===== src/rtl/pfd_tdc_5bit_pkg.sv =====
// Shared ADPLL constants: phase-detector state encodings and the control word
// format consumed directly by dco_5bit.
package pfd_tdc_5bit_pkg;
  localparam int CTRL_W   = 5;
  localparam int CTRL_SAT = 31;
  localparam int CNT_W    = 6;

  typedef enum logic [1:0] {
    ST_IDLE     = 2'd0,
    ST_REF_LEAD = 2'd1,
    ST_DCO_LEAD = 2'd2
  } pfd_state_e;

  function automatic logic [CTRL_W-1:0] sat_ctrl(input logic [CNT_W-1:0] c);
    return (c > CNT_W'(CTRL_SAT)) ? CTRL_W'(CTRL_SAT) : c[CTRL_W-1:0];
  endfunction
endpackage


===== src/rtl/pfd_tdc_5bit_edge_sync_det.sv =====
// Two-flop synchronizer plus registered rising-edge pulse; a level that is
// already high when reset releases is not reported until it falls and rises.
module edge_sync_det (
  input  logic clk,
  input  logic reset,
  input  logic async_i,
  output logic pulse_o
);
  logic meta_q, sync_q, prev_q;
  logic fill1_q, fill2_q, armed_q, pulse_q;

  // fill*_q mark when sync_q holds real input rather than its reset value;
  // armed_q then requires one genuine low before any edge is accepted.
  always_ff @(posedge clk or posedge reset) begin
    if (reset) begin
      meta_q  <= 1'b0;
      sync_q  <= 1'b0;
      prev_q  <= 1'b0;
      fill1_q <= 1'b0;
      fill2_q <= 1'b0;
      armed_q <= 1'b0;
      pulse_q <= 1'b0;
    end else begin
      meta_q  <= async_i;
      sync_q  <= meta_q;
      prev_q  <= sync_q;
      fill1_q <= 1'b1;
      fill2_q <= fill1_q;
      armed_q <= armed_q | (fill2_q & ~sync_q);
      pulse_q <= sync_q & ~prev_q & armed_q;
    end
  end

  assign pulse_o = pulse_q;
endmodule


===== src/rtl/pfd_tdc_5bit.sv =====
// Counter-based phase/frequency detector: measures the clk-cycle distance
// between ref and dco rising edges, signed by which one arrived first.
module pfd_tdc_5bit
  import pfd_tdc_5bit_pkg::*;
#(
  parameter int TIMEOUT = 63
) (
  input  logic              clk,
  input  logic              reset,
  input  logic              ref_clk,
  input  logic              dco_clk,
  output logic              ctrl_sign,
  output logic [CTRL_W-1:0] ctrl,
  output logic              ctrl_valid,
  output logic              timeout
);
  localparam logic [CNT_W-1:0] TIMEOUT_CNT = CNT_W'(TIMEOUT);

  logic              ref_pulse, dco_pulse, lag_pulse;
  pfd_state_e        state_q;
  logic [CNT_W-1:0]  cnt_q;
  logic              sign_q, valid_q, to_q;
  logic [CTRL_W-1:0] ctrl_q;

  edge_sync_det u_ref_det (.clk(clk), .reset(reset), .async_i(ref_clk), .pulse_o(ref_pulse));
  edge_sync_det u_dco_det (.clk(clk), .reset(reset), .async_i(dco_clk), .pulse_o(dco_pulse));

  // Only the trailing source can close a measurement; repeats of the leader are ignored.
  assign lag_pulse = (state_q == ST_REF_LEAD) ? dco_pulse : ref_pulse;

  always_ff @(posedge clk or posedge reset) begin
    if (reset) begin
      state_q <= ST_IDLE;
      cnt_q   <= '0;
      sign_q  <= 1'b0;
      ctrl_q  <= '0;
      valid_q <= 1'b0;
      to_q    <= 1'b0;
    end else begin
      valid_q <= 1'b0;
      to_q    <= 1'b0;
      case (state_q)
        ST_IDLE: begin
          if (ref_pulse && dco_pulse) begin
            sign_q  <= 1'b0;
            ctrl_q  <= '0;
            valid_q <= 1'b1;
          end else if (ref_pulse) begin
            state_q <= ST_REF_LEAD;
            cnt_q   <= CNT_W'(1);
          end else if (dco_pulse) begin
            state_q <= ST_DCO_LEAD;
            cnt_q   <= CNT_W'(1);
          end
        end
        ST_REF_LEAD, ST_DCO_LEAD: begin
          if (lag_pulse || (cnt_q == TIMEOUT_CNT)) begin
            sign_q  <= (state_q == ST_DCO_LEAD);
            ctrl_q  <= lag_pulse ? sat_ctrl(cnt_q) : CTRL_W'(CTRL_SAT);
            valid_q <= 1'b1;
            to_q    <= ~lag_pulse;
            state_q <= ST_IDLE;
            cnt_q   <= '0;
          end else begin
            cnt_q <= cnt_q + CNT_W'(1);
          end
        end
        default: begin
          state_q <= ST_IDLE;
          cnt_q   <= '0;
        end
      endcase
    end
  end

  assign ctrl_sign  = sign_q;
  assign ctrl       = ctrl_q;
  assign ctrl_valid = valid_q;
  assign timeout    = to_q;
endmodule


===== config.mk =====
export PLATFORM = sky130hd
export DESIGN_NAME = pfd_tdc_5bit
export DESIGN_NICKNAME = d
export VERILOG_FILES = /design/src/rtl/pfd_tdc_5bit_pkg.sv /design/src/rtl/pfd_tdc_5bit_edge_sync_det.sv /design/src/rtl/pfd_tdc_5bit.sv
export SDC_FILE = /design/constraint.sdc
export NUM_CORES = 1
export LEC_CHECK = 0
export ABC_CLOCK_PERIOD_IN_PS = 3800
export BUFFER_PORTS_ARGS = -buffer_cell sky130_fd_sc_hd__buf_2
export CORE_ASPECT_RATIO = 2
export CORE_MARGIN = 2
export CORE_UTILIZATION = 36
export CTS_CLUSTER_SIZE = 14
export DETAILED_ROUTE_END_ITERATION = 16
export SLEW_MARGIN = 20
export SYNTH_ARGS = -nofsm -noshare
export SYNTH_HDL_FRONTEND = slang
export SYNTH_SLANG_ARGS = --single-unit

===== constraint.sdc =====
create_clock -name clk -period 3.8 [get_ports clk]
set_input_delay 0.38 -clock clk [delete_from_list [all_inputs] [get_ports clk]]
set_output_delay 0.38 -clock clk [all_outputs]
set_load 0.02 [all_outputs]

==> flow_metrics.tcl, run 1 <==
set metrics [dict create \
    status "finished clean" \
    start_util_pct 37.1 \
    io_pins 12 \
    critPathBufInv 1 \
    antenna_found_initial 0 \
    rsz0062_at_grt "no" \
    cts_sinks 28 \
    fin_tns_setup_ns 0 \
    regMostFlops "cnt_q" \
    synth.cells.most_frequent "dfrtp_1 (28), o21ai_0 (15), nand2_1 (13)" \
    cts_setup_buffers 0 \
    cts.clk_slew.worst_paths_ns 0.09 \
    diodes 0 \
    die_y_um 87.5 \
    cp.arrival_ns 2.12 \
    multiInputGateArea_um2 508 \
    die_area_mm2 0.00400 \
    syn-instance-count 115 \
    reg2reg_to "cnt_q[3]" \
    setup_viol 0 \
    critPathRequiredTime_ns 4.01 \
    power.density_mw_per_mm2 728 \
    finalPower_uw 1020 \
    track_usage_pct 13.3 \
    rrSetupSlack_ns 1.89 \
    syn-cell-area_mm2 0.00125 \
    dr_wl_met3_um 46 \
    first_pass_iters 4 \
    n_fill_cell 334 \
    synth.top_cell.area_share_pct 55.9 \
    yosys.cell_types.count 32 \
    ff2ff_path_depth 6 \
    ys_top_cells_by_area "dfrtp_1 (56%), o21ai_0 (6.0%), ha_1 (5.0%), nand2_1 (3.9%), a21o_1 (3.0%)" \
    vias 873 \
    post-route-min-period_ns 1.91 \
    clkLatencyLatePin_ns 0.27 \
    tightest_slew_ns 0.556 \
    cts_resized 0 \
    m1WireLength_um 933 \
    ant_nets 0 \
    synth_seq_cells 28 \
    worstReg2RegStart "state_q[1]" \
    cp_cell_sequence "inv_1, ha_1, mux2i_1, o211ai_1, nor4b_1, a21o_1" \
    dp_hpwl_um 1750 \
    gp_congestion 0.909 \
    synth_edf_count 0 \
    crit_path_start_kind "flip-flop" \
    max_stage_delay_ns 0.42 \
    slowest_stage "dfrtp_1" \
    gr-total-overflow 0 \
    critPathTopFamily "flip-flops" \
    die_w_um 45.7 \
    yosysSeqAreaShare_pct 55.9 \
    grt_max_degree 29 \
    hp-class "input port to asynchronous set/reset pin" \
    cp-end-kind "flip-flop" \
    grt_pass1_wl_um 3950 \
    synthFlopType "dfrtp_1" \
    worst-path-max-fanout 6 \
    drive_above_1_share_pct 16.7 \
    synth_area_leader_cell "dfrtp_1" \
    io_buffers 11 \
    wl_met2_um 1290 \
    drc 0 \
    yosysMostFrequentCell "dfrtp_1" \
    clockBufferDepth 2 \
    hold_viol_final 0 \
    top_layer_used "met4" \
    fin_worst_hold_slack_ns 0.143 \
    max_freq_mhz 524 \
    rows 30 \
    crit_type "flip-flop to flip-flop" \
    drtIter0Drc 27 \
    cap_viol_max_count 0 \
    cts_tree "done" \
    syn_nets 124 \
    ys_warn_count 0 \
    cts_root_buffer "clkbuf_8" \
    drt_wl_total_um 2310 \
    syn_avg_cell_area_um2 10.9 \
    via_per_inst 5.53 \
    async_flop_share_pct 100 \
    post_drt_wl_per_cell_um 14.6 \
    grt_pass1_vias 842 \
    core_mm2 0.00338 \
    nets 136 \
    largest_reg_flops 6 \
    vdd_drop_max_v 0.000383 \
    layout.area.seq_um2 701 \
    htree_levels 1 \
    post-route-period-util_pct 50.2 \
    slew_headroom_pct 62.9 \
    finClkSkew_ns 0.00508 \
    numCtsBuffers 3 \
    syn_to_final_growth_pct 11.8 \
    drv_slew 0 \
    p_leak_uw 0.000668 \
    cts_hold_buf 0 \
]
[cells in the final DEF (no fill, tap or decap)]
cell / synthesis / routed
a21o_1: 5 / 5
a21oi_1: 1 / 1
a21oi_4: 1 / 1
a22oi_1: 1 / 1
a2bb2oi_1: 4 / 4
a31oi_1: 1 / 1
and2_0: 1 / 1
and3_1: 2 / 2
buf_2: 2 / 11
bufinv_16: 0 / 1
clkbuf_8: 0 / 3
conb_1: 1 / 1
dfrtp_1: 28 / 28
ha_1: 5 / 5
inv_1: 7 / 6
inv_2: 0 / 1
mux2_4: 2 / 2
mux2i_1: 1 / 1
nand2_1: 13 / 13
nand2b_1: 3 / 3
nand3_1: 5 / 5
nand3_2: 1 / 1
nand4_1: 1 / 1
nor2_1: 4 / 4
nor2b_1: 1 / 1
nor3_1: 1 / 1
nor4_1: 1 / 1
nor4b_1: 2 / 2
o211a_4: 1 / 1
o211ai_1: 1 / 1
o21ai_0: 15 / 15
o31ai_1: 1 / 1
xnor2_1: 1 / 1
[kinds of logic (layout without fill, tap and decap cells)]
logic type	Yosys count	after routing	share of synthesized area, %
and+or+nand+nor	35	35	14.2
AOI/OAI and AO/OA	31	31	17.2
DFF	28	28	55.9
buffers and inverters	11	22	3.59
adders and majority gates	5	5	4.99
muxes	3	3	3.19
other	1	1	0.299
xor gates and xnor gates	1	1	0.699
[layout make-up]
class	count	area share, %
clock inverters	1	2.14
inverters	7	1.88
multi-input cells	76	36.3
flip-flops and latches	28	50.0
repair buffers	11	3.93
clock buffers	3	2.95
well taps	32	2.86
[layer usage]
| layer | up-vias | global-route usage, % |
|---|---|---|
| li1 | 419 | - |
| met4 | 0 | 5.45 |
| met1 | 437 | 15.3 |
| met5 | - | 0 |
| met3 | 5 | 1.87 |
| met2 | 12 | 23.6 |
[how the worst max path moves through the flow]
stage,start,endpoint,slack [ns],cells after the start
6_report,state_q[1],cnt_q[3],1.89,6
5_1_grt,state_q[1],cnt_q[2],1.67,6
4_1_cts,state_q[1],cnt_q[3],1.90,6
3_5_place_dp,state_q[1],cnt_q[3],1.92,6
3_3_place_gp,state_q[1],ctrl[1],1.98,6
2_1_floorplan,state_q[1],ctrl[1],2.08,6
[power breakdown]
| group | leakage (uW) | total [uW] | internal, uW | switching, uW |
|---|---|---|---|---|
| Clock | 0.0000357 | 230 | 141 | 89.1 |
| Combinational | 0.000292 | 390 | 159 | 231 |
| Sequential | 0.000340 | 399 | 357 | 42.9 |
[per-stage QoR]
| step | area (um^2) | instances | util [%] | worst slack, ns |
|---|---|---|---|---|
| 6_report | 1400 | 158 | 41.5 | 1.89 |
| 5_1_grt | 1400 | 158 | 41.5 | 1.67 |
| 4_1_cts | 1400 | 158 | 41.5 | 1.90 |
| 3_5_place_dp | 1330 | 154 | 39.4 | 1.92 |
| 3_3_place_gp | 1330 | 154 | 39.4 | 1.98 |
| 2_1_floorplan | 1250 | 115 | - | 2.08 |
[worst reg2reg max path, stage by stage (launching register included)]
cell and delay (ns):
dfrtp_1 0.42, inv_1 0.09, ha_1 0.19, mux2i_1 0.41, o211ai_1 0.29, nor4b_1 0.33
a21o_1 0.12
Power figures use the tool's default switching activity.
==> inputs of run 2 (changes only) <==
- ABC_CLOCK_PERIOD_IN_PS: 3800 -> 1980
- clock period: 3.8 -> 1.98 ns (I/O delays scaled with it)
==> run 2 against run 1 <==
Count of clock-buffer cells in the layout unchanged. Utilization rose by 1.3 points. Power rose by 96%. Combinational power rose by 100%. Setup slack got worse by 1.7 ns. Hold slack got worse by 0.12 ns. Clock skew decreased by 0.0021 ns. Die area unchanged. Sequential share of layout area is 1.6 points lower. Global-route usage shrank 0.092 points. Via count down 0.46%. Register-to-register slack lost 1.7 ns. Largest power group is now combinational cells. Highest routed layer unchanged.
==> flow_metrics.tcl, run 2 (synthesis results as in run 1) <==
set metrics [dict create \
    status "finished clean" \
    reg2reg_to "ctrl_sign" \
    grt_pass1_vias 864 \
    drv_slew 0 \
    place_worst_setup_slack_ns 0.0992 \
    post-route-period-util_pct 91.7 \
    ant_nets 0 \
    setup_viol 0 \
    hold_viol_final 0 \
    antenna_found_initial 0 \
    cts_root_buffer "clkbuf_8" \
    instances_no_fill 160 \
    crit_type "flip-flop to flip-flop" \
    cts_tree "done" \
    nets 138 \
    die_y_um 87.5 \
    gr-total-overflow 0 \
    n_fill_cell 328 \
    drt_wl_total_um 2330 \
    use_met1_pct 14.6 \
    rows 30 \
    cts.clk_slew.worst_paths_ns 0.09 \
    power.density_mw_per_mm2 1380 \
    syn_to_final_growth_pct 15.4 \
    cts_setup_buffers 0 \
    htree_levels 1 \
    io_buffers 11 \
    grt_max_degree 29 \
    worstHoldStart "ref_clk" \
    fin_tns_setup_ns 0 \
    cap_viol_max_count 0 \
    rrSetupSlack_ns 0.16 \
    gp_congestion 0.880 \
    max_freq_mhz 551 \
    via_per_inst 5.43 \
    worst-path-max-fanout 7 \
    regMostFlops "cnt_q" \
    drtIter0Drc 29 \
    final_common_cell "dfrtp_1" \
    largest_reg_flops 6 \
    die_area_mm2 0.00400 \
    place_area_mm2 0.00134 \
    hp-class "input port to flip-flop" \
    diodes 0 \
    hold_path_depth 1 \
    clkLatencyLatePin_ns 0.27 \
    drc 0 \
    crit_path_start_kind "flip-flop" \
    critPathRequiredTime_ns 2.15 \
    clockBufferDepth 2 \
    first_pass_iters 4 \
    post_drt_wl_per_cell_um 14.5 \
    grt_use_met2_pct 24.2 \
    io_pins 12 \
    finClkSkew_ns 0.00300 \
    vias 869 \
    cp.arrival_ns 1.98 \
    utilization_pct 42.8 \
    grtUsageMet3_pct 1.87 \
    core_mm2 0.00338 \
    vdd_drop_max_v 0.000628 \
    grt_pass1_wl_um 3930 \
    setup_slack_ns 0.165 \
    cts_sinks 28 \
    post-route-min-period_ns 1.82 \
    postLayoutCellArea_mm2 0.00145 \
    slew_headroom_pct 64.4 \
    drive_above_1_share_pct 19.5 \
    busiest_layer "met2" \
    ff2ff_path_depth 6 \
    layout_common_cells "dfrtp_1 (28), o21ai_0 (15), nand2_1 (13)" \
    dp_hpwl_um 1730 \
    worstSetupEndpoint "ctrl_sign" \
    die_w_um 45.7 \
    track_usage_pct 13.2 \
    cp-startpoint "state_q[1]" \
    numCtsBuffers 3 \
    rsz0062_at_grt "no" \
    dp_cells 155 \
    worstReg2RegStart "state_q[1]" \
    cp-end-kind "flip-flop" \
    p_leak_uw 0.000680 \
    tightest_slew_ns 0.531 \
    start_util_pct 37.1 \
]
==> run 2: cell type report <==
type / instances / area (um^2) / area share [%]
sequential: 28 / 701 / 48.4
multi-input combinational: 76 / 536 / 37.0
clock inverter: 1 / 30.0 / 2.08
timing repair buffer: 13 / 72.6 / 5.02
inverter: 7 / 26.3 / 1.82
clock buffer: 3 / 41.3 / 2.85
tap: 32 / 40.0 / 2.77
==> run 2: what timing repair did <==
| action | in CTS | in global routing |
|---|---|---|
| resized for setup | 0 | 5 |
| hold buffers | 1 | 0 |
| setup endpoints to repair | 0 | 5 |
| hold endpoints to repair | 28 | 0 |
==> run 2: critical path, cell delays in order, from the launching register on <==
cell and delay, ns:
dfrtp_1 0.42, inv_1 0.09, ha_1 0.25, mux2i_4 0.32, o211a_4 0.26, a21oi_4 0.07
mux2_4 0.30
==> run 2: routing by layer <==
metal | share of wire [%] | vias up
met5 | 0 | -
met4 | 2.1 | 0
met2 | 57 | 9
li1 | - | 424
met3 | 1.2 | 6
met1 | 39 | 430
==> run 2: how the worst min path moves through the flow <==
stage / to / slack (ns)
2_1_floorplan: u_dco_det.meta_q / 0.23
3_3_place_gp: u_dco_det.armed_q / 0.27
3_5_place_dp: u_dco_det.armed_q / 0.28
4_1_cts: u_dco_det.meta_q / 0.02
5_1_grt: u_dco_det.meta_q / 0.008
6_report: u_ref_det.meta_q / 0.02
==> run 2: power by group <==
group,switching [uW],leakage [uW],internal (uW),total [uW]
clock network,176,0.0000357,271,447
registers,82.7,0.000340,684,767
logic,456,0.000304,325,782
total,715,0.000680,1280,2000
==> run 2: per-stage QoR <==
stage,hold slack [ns],total power (uW)
after floorplan,0.229,1340
after CTS,0.0173,1980
after detailed placement,0.278,1530
final,0.0216,2000
after global placement,0.270,1510
after global routing,0.00802,2130
==> inputs of run 3 (changes only) <==
- SYNTH_HIERARCHICAL: default -> 1
==> run 3 against run 2 <==
Clock skew rose by 0.0048 ns. Fmax fell by 2.8%. Utilization rose by 2.6 points. Hold slack improved by 0.0015 ns. Synthesized cell count fell by 1.7%. Cell area rose by 7.3%. Critical path depth did not move. Sequential power rose by 7.6%. Combinational power rose by 12%. Register-to-register slack got worse by 0.05 ns. Highest routed layer unchanged.
==> flow_metrics.tcl, run 3 <==
set metrics [dict create \
    status "finished clean" \
    drt_wl_total_um 2360 \
    slew_headroom_pct 58.6 \
    reg2reg_to "ctrl_sign" \
    n_fill_cell 327 \
    setup_viol 0 \
    cp-end-kind "flip-flop" \
    die_w_um 46.4 \
    track_usage_pct 14.0 \
    finClkSkew_ns 0.00784 \
    worstReg2RegStart "state_q[1]" \
    critPathRequiredTime_ns 2.15 \
    fin_tns_setup_ns 0 \
    syn-cell-area_mm2 0.00130 \
    synth_seq_cells 30 \
    start_util_pct 37.9 \
    drive_above_1_share_pct 22.6 \
    instances_no_fill 181 \
    crit_type "flip-flop to flip-flop" \
    crit_path_start_kind "flip-flop" \
    ys_warn_count 6 \
    rsz0062_at_grt "no" \
    drv_slew 0 \
    gr-total-overflow 0 \
    post-route-min-period_ns 1.87 \
    cts.clk_slew.worst_paths_ns 0.06 \
    synth_area_leader_cell "dfrtp_1" \
    holdPathEnd "u_ref_det/meta_q" \
    die_area_mm2 0.00413 \
    grt_pass1_wl_um 3950 \
    io_pins 12 \
    hold_viol_final 0 \
    cp.arrival_ns 2.03 \
    post_drt_wl_per_cell_um 13.0 \
    clkLatencyLatePin_ns 0.28 \
    tightest_slew_ns 0.620 \
    syn-instance-count 113 \
    largest_reg_flops 6 \
    syn_to_final_growth_pct 19.7 \
    yosys.cell_types.count 31 \
    p_leak_uw 0.000714 \
    max_freq_mhz 536 \
    async_flop_share_pct 100 \
    regMostFlops "cnt_q" \
    ant_nets 0 \
    layout_common_cells "dfrtp_1 (30), nand2_1 (14), buf_2 (11)" \
    cts_tree "done" \
    gp_congestion 0.813 \
    synth.cells.most_frequent "dfrtp_1 (30), nand2_1 (14), o21ai_0 (10)" \
    syn_nets 122 \
    cts_sinks 30 \
    first_pass_iters 4 \
    cap_viol_max_count 0 \
    cts_setup_buffers 0 \
    final_common_cell "dfrtp_1" \
    core_mm2 0.00342 \
    numCtsBuffers 5 \
    clockBufferDepth 2 \
    grt_pass1_vias 904 \
    hold_path_depth 1 \
    via_per_inst 4.90 \
    htree_levels 2 \
    post-route-period-util_pct 94.3 \
    die_y_um 88.9 \
    io_buffers 11 \
    syn_avg_cell_area_um2 11.5 \
    grt_max_degree 17 \
    worst-path-max-fanout 6 \
    ff2ff_path_depth 6 \
    antenna_found_initial 0 \
    yosysMostFrequentCell "dfrtp_1" \
    dp_cells 172 \
    drc 0 \
    drtIter0Drc 8 \
    cts_root_buffer "clkbuf_8" \
    rows 30 \
    synth.top_cell.area_share_pct 57.9 \
    rrSetupSlack_ns 0.11 \
    synthFlopType "dfrtp_1" \
    power.density_mw_per_mm2 1470 \
    dp_hpwl_um 1820 \
    yosysSeqAreaShare_pct 57.9 \
    worstHoldStart "ref_clk" \
    vias 886 \
    diodes 0 \
    nets 141 \
    hp-class "input port to flip-flop" \
    ys_top_cells_by_area "dfrtp_1 (58%), ha_1 (4.8%), nand2_1 (4.1%), o21ai_0 (3.9%), a2bb2oi_1 (3.4%)" \
    vdd_drop_max_v 0.000846 \
    synth_edf_count 0 \
]
## run 3: worst max path at each step
stage / startpoint / end / slack (ns) / depth (start not counted)
after floorplan: state_q[1] / ctrl_sign / 0.09 / 6
after global placement: state_q[1] / ctrl_sign / 0.08 / 6
after detailed placement: state_q[1] / ctrl_sign / 0.02 / 6
after CTS: state_q[1] / ctrl_sign / 0.02 / 6
after global routing: state_q[1] / ctrl_sign / 0.04 / 6
final: state_q[1] / ctrl_sign / 0.11 / 6
## run 3: cell type report
cell class | count | area [um^2] | area share, %
tap | 48 | 60.1 | 3.87
multi-input combinational | 72 | 517 | 33.3
clock buffer | 7 | 76.3 | 4.92
clock inverter | 1 | 30.0 | 1.94
sequential | 30 | 751 | 48.4
inverter | 8 | 30.0 | 1.94
timing repair buffer | 15 | 87.6 | 5.65
## run 3: timing repair
action / in CTS / in global routing
hold endpoints to repair: 14 / 0
setup endpoints to repair: 0 / 1
gates resized for setup: 0 / 4
hold buffers: 1 / 0
## run 3: cells by family after synthesis
kind of cell               after synthesis  synth area share [%]
buffers and inverters                   11                  3.19
other                                    2                 0.579
adders and majority gates                5                  4.83
xor gates and xnor gates                 1                 0.676
muxes                                    5                  4.63
DFF                                     30                  57.9
and+or+nand+nor                         30                  12.2
AOI/OAI and AO/OA                       29                  16.0
## run 3: report_power, final
part           internal (uW)  switching (uW)
registers                737            87.8
logic                    389             488
clock network            376             207
## run 3: stage by stage
stage	worst slack (ns)	util [%]	power, uW	area [um^2]	hold WS, ns
2_1_floorplan	0.0927	-	1440	1300	0.00140
3_3_place_gp	0.0769	41.6	1690	1420	0.146
3_5_place_dp	0.0201	41.6	1700	1420	0.152
4_1_cts	0.0230	45.1	2300	1540	0.0122
5_1_grt	0.0363	45.4	2430	1550	0.00792
6_report	0.113	45.4	2280	1550	0.0231
## run 3: per-layer routing
metal / wire [um] / vias to the layer above / track usage [%]
met5: 0 / - / 0
met4: 100 / 0 / 9.87
met3: 95 / 9 / 5.71
met2: 1330 / 21 / 23.5
met1: 833 / 434 / 13.0
li1: - / 422 / -
## run 3: worst max-delay path, stage by stage (launching register included)
cell and delay [ns]:
dfrtp_1 0.40, inv_2 0.10, ha_4 0.15, mux2_4 0.30, a311o_1 0.35, nor2b_4 0.16
mux2_4 0.29
